## config.mk

```make
export PLATFORM = sky130hd
export DESIGN_NAME = register_bank
export DESIGN_NICKNAME = d
export VERILOG_FILES = /design/src/rtl/register_bank.sv
export SDC_FILE = /design/constraint.sdc
export NUM_CORES = 1
export LEC_CHECK = 0
export CAP_MARGIN = 20
export CORE_ASPECT_RATIO = 1.25
export CORE_MARGIN = 2
export CORE_UTILIZATION = 50
export CTS_CLUSTER_DIAMETER = 50
export DETAILED_ROUTE_END_ITERATION = 7
export PLACE_DENSITY_LB_ADDON = 0.15
export SKIP_CTS_REPAIR_TIMING = 1
export SLEW_MARGIN = 20
export SYNTH_ARGS = -nofsm -noshare
export SYNTH_HDL_FRONTEND = slang
export SYNTH_SLANG_ARGS = --single-unit
```

## constraint.sdc

```tcl
create_clock -name clk -period 3.67 [get_ports clk]
set_input_delay 0.367 -clock clk [delete_from_list [all_inputs] [get_ports clk]]
set_output_delay 0.367 -clock clk [all_outputs]
set_load 0.1 [all_outputs]
```

## src/rtl/register_bank.sv

```systemverilog
// General register file: DEPTH x WIDTH registers, one byte-masked write port,
// two read ports with optional hardwired R0, write forwarding and registered reads.
module register_bank #(
  parameter int unsigned      WIDTH     = 32,
  parameter int unsigned      DEPTH     = 16,
  parameter logic [WIDTH-1:0] RESET_VAL = '0,
  parameter bit               R0_ZERO   = 1'b1,
  parameter bit               BYPASS    = 1'b1,
  parameter bit               REG_READ  = 1'b0,
  localparam int unsigned     AW        = (DEPTH > 1) ? $clog2(DEPTH) : 1,
  localparam int unsigned     BE        = WIDTH / 8
) (
  input  logic             clk,
  input  logic             clear,
  input  logic             wr_en,
  input  logic [AW-1:0]    wr_addr,
  input  logic [BE-1:0]    wr_be,
  input  logic [WIDTH-1:0] wr_data,
  input  logic [AW-1:0]    rd_addr_a,
  output logic [WIDTH-1:0] rd_data_a,
  input  logic [AW-1:0]    rd_addr_b,
  output logic [WIDTH-1:0] rd_data_b
);

  if ((WIDTH % 8 != 0) || (DEPTH < 2) || (DEPTH > 256)) begin : g_cfg_err
    $error("register_bank: WIDTH must be a multiple of 8 and DEPTH in 2..256");
  end

  logic [WIDTH-1:0] mem [DEPTH];
  logic             wr_ok_c;
  logic             fwd_ok_c;
  logic [WIDTH-1:0] wr_merged_c;
  logic [WIDTH-1:0] read_a_c;
  logic [WIDTH-1:0] read_b_c;

  // Indices past DEPTH exist when DEPTH is not a power of two.
  function automatic logic addr_ok(input logic [AW-1:0] addr);
    return ({1'b0, addr} < (AW+1)'(DEPTH));
  endfunction

  function automatic logic is_r0(input logic [AW-1:0] addr);
    return R0_ZERO && (addr == '0);
  endfunction

  // Stored word with the enabled byte lanes replaced by the incoming data.
  always_comb begin
    wr_merged_c = mem[wr_addr];
    for (int i = 0; i < BE; i++) begin
      if (wr_be[i]) wr_merged_c[8*i +: 8] = wr_data[8*i +: 8];
    end
  end

  assign wr_ok_c  = wr_en && addr_ok(wr_addr) && !is_r0(wr_addr);
  assign fwd_ok_c = BYPASS && wr_ok_c && clear;

  always_ff @(posedge clk or negedge clear) begin
    if (!clear) begin
      mem <= '{default: RESET_VAL};
    end else if (wr_ok_c) begin
      mem[wr_addr] <= wr_merged_c;
    end
  end

  // Read value: zero for R0/out-of-range, forwarded word on address match.
  always_comb begin
    read_a_c = mem[rd_addr_a];
    if (fwd_ok_c && (wr_addr == rd_addr_a)) read_a_c = wr_merged_c;
    if (!addr_ok(rd_addr_a) || is_r0(rd_addr_a)) read_a_c = '0;
  end

  always_comb begin
    read_b_c = mem[rd_addr_b];
    if (fwd_ok_c && (wr_addr == rd_addr_b)) read_b_c = wr_merged_c;
    if (!addr_ok(rd_addr_b) || is_r0(rd_addr_b)) read_b_c = '0;
  end

  if (REG_READ) begin : g_reg_read
    always_ff @(posedge clk or negedge clear) begin
      if (!clear) begin
        rd_data_a <= '0;
        rd_data_b <= '0;
      end else begin
        rd_data_a <= read_a_c;
        rd_data_b <= read_b_c;
      end
    end
  end else begin : g_comb_read
    assign rd_data_a = read_a_c;
    assign rd_data_b = read_b_c;
  end

endmodule

```

**Word level (Yosys, flattened, before mapping)**

Cells that the tools add are included.

- Magnitude comparators: 4
- Reduce and logical (&&, ||, !) cells: 9
- Equality and inequality tests: 2
- Bitwise operators: 3
- Multiplexer cells: 20

Operator list:

| operator | number |
|---|---|
| $bwmux 512 | 1 |
| $bmux 32 s4 | 3 |
| $mux 32 | 11 |
| $demux 32 s4 | 1 |
| $mux 8 | 4 |
| $ge 5x5->1 const B | 3 |
| $not 4->5 | 3 |
| $logic_not 4->1 | 3 |
| $eq 4x4->1 | 2 |
| $logic_and 1x1->1 | 5 |
| $lt 5x1->1 const B | 1 |
| $logic_not 1->1 | 1 |

- Logic and storage cells: 54
- Output and inout bits: 64
- Bits of input ports: 51
- Register bits after elaboration: 512

**Longest topological paths before layout**

Gate-level depths: netlist of run 1.

- Word-level depth: 7
- Mapped depth: 10
- Depth with buffers taken out: 5

**Worst setup path before layout of run 1**

OpenSTA, ideal clock, no wires.

- Path type: input to output
- From: input port wr_addr[1]
- To: output port rd_data_b[10]
- Buffers on the path: 5
- Arrival: 4248 ps
- Data required time: 3303 ps
- Setup slack: -945 ps
- Cell stages on the path: 10
- Cell sequence: buf_6 buf_6 buf_6 buf_6 or2_1 o311a_1 nand2_1 o41ai_1 buf_2 o32ai_1

- Word-level cells in the longest chain between the ends: 7
- Elaborated cells between the ends (all ways): 13
- Those cells by class: eq/ne (1); mux (6); bitwise (1); reduce/logical (5)

Ends and longest elaborated chain:

| what | line | RTL |
|---|---|---|
| start, declared | 16 | `input logic [AW-1:0] wr_addr,` |
| $not 4->5 (not written as such) / $logic_not 4->1 (equally long branches) | 47, 42 |  |
| $bmux 32 s4 / $logic_not 1->1 (equally long branches) | 47, 53 |  |
| $mux 32 (not written as such) / $logic_and 1x1->1 (equally long branches) | 47, 53 |  |
| $mux 32 (not written as such) / $logic_and 1x1->1 (equally long branches) | 47, 54 |  |
| $mux 8 / $logic_and 1x1->1 (equally long branches) | 49, 73 |  |
| $mux 32 * | 73 | `if (fwd_ok_c && (wr_addr == rd_addr_b)) read_b_c = wr_merged_c;` |
| $mux 32 * | 74 | `if (!addr_ok(rd_addr_b) \|\| is_r0(rd_addr_b)) read_b_c = '0;` |
| end, declared | 22 | `output logic [WIDTH-1:0] rd_data_b` |

Mark *: on every way between the ends. The rest lies on a longest branch, timed or not. The select of a mux whose other input is x is not followed.

**Final worst setup path of run 1**

- From: input port wr_addr[0]
- To: output port rd_data_b[21]

The elaborated chain is that of the path after synthesis.

==> results of run 1 <==
==> critical path, stage by stage <==
cell             delay (ns)
clkdlybuf4s50_1        0.68
nor2_4                 0.86
buf_4                  0.29
a22o_1                 0.14
or4_1                  0.12
o21ai_2                0.11
o32ai_1                0.40
buf_12                 0.26
==> routing by layer <==
layer  vias to the layer above  GRT usage (%)  share of wire [%]
met4                         0          15.59                5.4
li1                      10220              -                  -
met2                      1521          53.20                 46
met1                     12200          46.12                 38
met5                         -              0                  0
met3                       378          8.400                 11
==> synth_stat cells, drive strengths merged (2+ instances only) <==
cell type  count
dfrtp        512
o21ai        496
nand2        481
mux4         318
clkbuf       216
o22ai        191
mux2i        130
buf           92
o32ai         62
a22o          31
or4           31
mux2          17
xor2           8
inv            5
nand3          5
and3           4
nand2b         4
nor2           3
nor2b          3
nor4           3
or2            3
a21oi          2
nand3b         2
nor3b          2
o31ai          2
==> where the power goes <==
group          total [µW]  internal [µW]  switching, µW
Combinational        6600           3100           3500
Clock                6070           3600           2470
Sequential           8170           6900           1270
==> metrics by stage <==
stage | hold WS (ns) | setup TNS (ns) | total power, µW | instance area, µm² | cells
2_1_floorplan | 0.07141 | -55.93 | 12500 | 29900 | 2631
3_3_place_gp | 0.1973 | 0 | 14540 | 33100 | 3360
3_5_place_dp | 0.1971 | 0 | 14780 | 33100 | 3360
4_1_cts | -0.4550 | 0 | 20840 | 35100 | 3467
5_1_grt | 0.1803 | 0 | 21720 | 35120 | 3469
6_report | 0.1651 | 0 | 20840 | 35120 | 3470
==> worst max path at each step <==
stage	start	end
3_3_place_gp	wr_addr[0]	rd_data_b[9]
3_5_place_dp	wr_addr[0]	mem[190]
6_report	wr_addr[0]	rd_data_b[21]
2_1_floorplan	wr_addr[1]	rd_data_b[10]
5_1_grt	wr_addr[0]	rd_data_a[7]
4_1_cts	wr_addr[0]	rd_data_b[9]
==> layout by cell type, fill, tap and decap left out, types with 5 or more instances in the layout <==
cell type / synthesis / layout
nand2_4: 0 / 11
clkinv_2: 0 / 8
mux4_2: 318 / 318
clkbuf_1: 216 / 9
o22ai_1: 191 / 191
buf_12: 0 / 103
nand2_1: 481 / 466
or4_1: 31 / 31
buf_4: 27 / 125
inv_1: 5 / 5
dfrtp_1: 512 / 512
clkdlybuf4s50_1: 0 / 41
o21ai_2: 31 / 31
bufinv_16: 0 / 5
mux2_2: 15 / 15
o21ai_1: 465 / 465
clkinvlp_4: 0 / 5
a22o_1: 31 / 31
o32ai_1: 62 / 59
xor2_1: 8 / 8
clkbuf_8: 0 / 17
mux2i_1: 130 / 130
clkbuf_16: 0 / 58
==> final cells by class <==
type	count	area (µm²)	share of cell area, %
antenna	1	2.502	0.007125
sequential	512	12810	36.48
multi-input combinational	1806	15860	45.16
timing repair buffer	274	3473	9.889
clock inverter	23	279.0	0.7944
clock buffer	84	1719	4.895
inverter	5	18.77	0.05344
tap	765	957.2	2.725
==> cell families (layout without fill, tap and decap cells) <==
family | after synthesis | after routing | share of synthesized area (%)
AO/OA/AOI/OAI | 791 | 791 | 15.71
AND/OR/NAND/NOR | 542 | 542 | 7.451
flip-flops | 512 | 512 | 42.89
multiplexers | 465 | 465 | 28.97
buffers and inverters | 313 | 386 | 4.749
XOR/XNOR | 8 | 8 | 0.2345
other | 0 | 1 | 0
==> summary.txt, run 1 <==
CTS
  • CTS tree: done
  • Clk slew on worst S/H paths: 0.06 ns
  • H-tree Lvls: 2
  • Sink Count: 512
  • Clk root buf: clkbuf_16
  • Total CTS buffers: 58
  • Worst-Skew Late Latency: 0.63 ns
  • Clk buf depth: 3

Detailed routing
  • Vias: 24320
  • WL/cell: 30.16 µm
  • Post-DRT Antenna Nets: 0
  • DRC: 0
  • Final WL: 104700 µm
  • Drt pass-1 iters: 6
  • Vias per inst: 7.010
  • Initial DRC count: 2814

Cells and area
  • Syn-to-layout area delta: 17.56%
  • Max FFs per register: 512
  • Fill cell count: 4778
  • Final #Nets: 2708
  • Reg with most FFs: mem
  • Largest registers: mem x512
  • Final Core Density: 59.22%
  • Layout cell share with drive strength beyond 1: 26.96%

Placement
  • Port Buffers: 114
  • Final GP Congestion: 0.8882
  • Place WS: 0.06528 ns
  • Detailed Place HPWL: 63520 µm

Worst setup path
  • Reg-to-Reg Start: mem[295]
  • CP Max Fanout: 17
  • CP Data Required Time: 3.30 ns
  • Worst Setup End Kind: output port
  • R2r worst-path depth: 6
  • FF-to-FF End: mem[135]
  • R2r setup slk: 1.30 ns
  • Crit path launch type: input port
  • Worst setup path category: in2out
  • Worst EP arrival: 3.25 ns

Global routing
  • Total grt overflow: 0
  • Largest net degree at the start of global routing: 184
  • First-pass GRT wire length: 157700 µm
  • Aggregate global-route resource usage: 34.32%
  • Initial antenna violation count: 1
  • Vias in the first global route: 24530

Die
  • Rows: 100
  • Top-Level Pins: 115
  • Core ar.: 59310 µm²
  • Initial Util: 50.37%
  • Die Span X: 222.6 µm
  • Die area: 61730 µm²
  • DIE HEIGHT: 277.3 µm

Status
  • Status: completed

Yosys
  • Cell Area, Synth: 29870 µm²
  • Yosys warnings: 0
  • Area leader, netlist: dfrtp_1
  • Synth unique cells: 40
  • Post-Syn Instances: 2631
  • Avg Inst Size Synth: 11.35 µm²
  • Synth async-reset ratio: 100.0%
  • Syn Nets: 2682
  • Synthesis-stage register bit count: 512
  • Synth top area cells: dfrtp_1 43%, mux4_2 24%, o21ai_1 7.8%
  • Main synth FF type: dfrtp_1
  • Post-synth EDFFs: 0
  • Post-synth top area share: 42.89%
  • Seq/Total Area, Yosys: 42.89%

STA
  • Worst-Margin Slew: 1.168 ns
  • RSZ-0062 raised after global routing: false
  • Fin crit share: 98.57%
  • Final Setup Violations: 0
  • Fin crit period: 3.618 ns
  • Final worst slack: 0.05238 ns
  • Final hold violations: 0
  • Slew headroom: 22.11%
  • Fin. max-slew vios: 0
  • Fmax: 276.4 MHz
  • Worst clock skew: 0.01931 ns

Pwr
  • Worst VDD drop: 0.3675 mV
  • LEAKAGE: 0.01489 µW
  • Power per standard cell area: 593.3 nW/µm²

Hold path
  • Hold Path Class: in2async

Job
  • Max_cap viols: 0
Note: power is estimated with default switching activity, not from simulation.
==> inputs of run 2 (changes only) <==
CAP_MARGIN = default   (was 20)
==> results of run 2 <==
Final layout, timing and power as in run 1 (identical DEF).
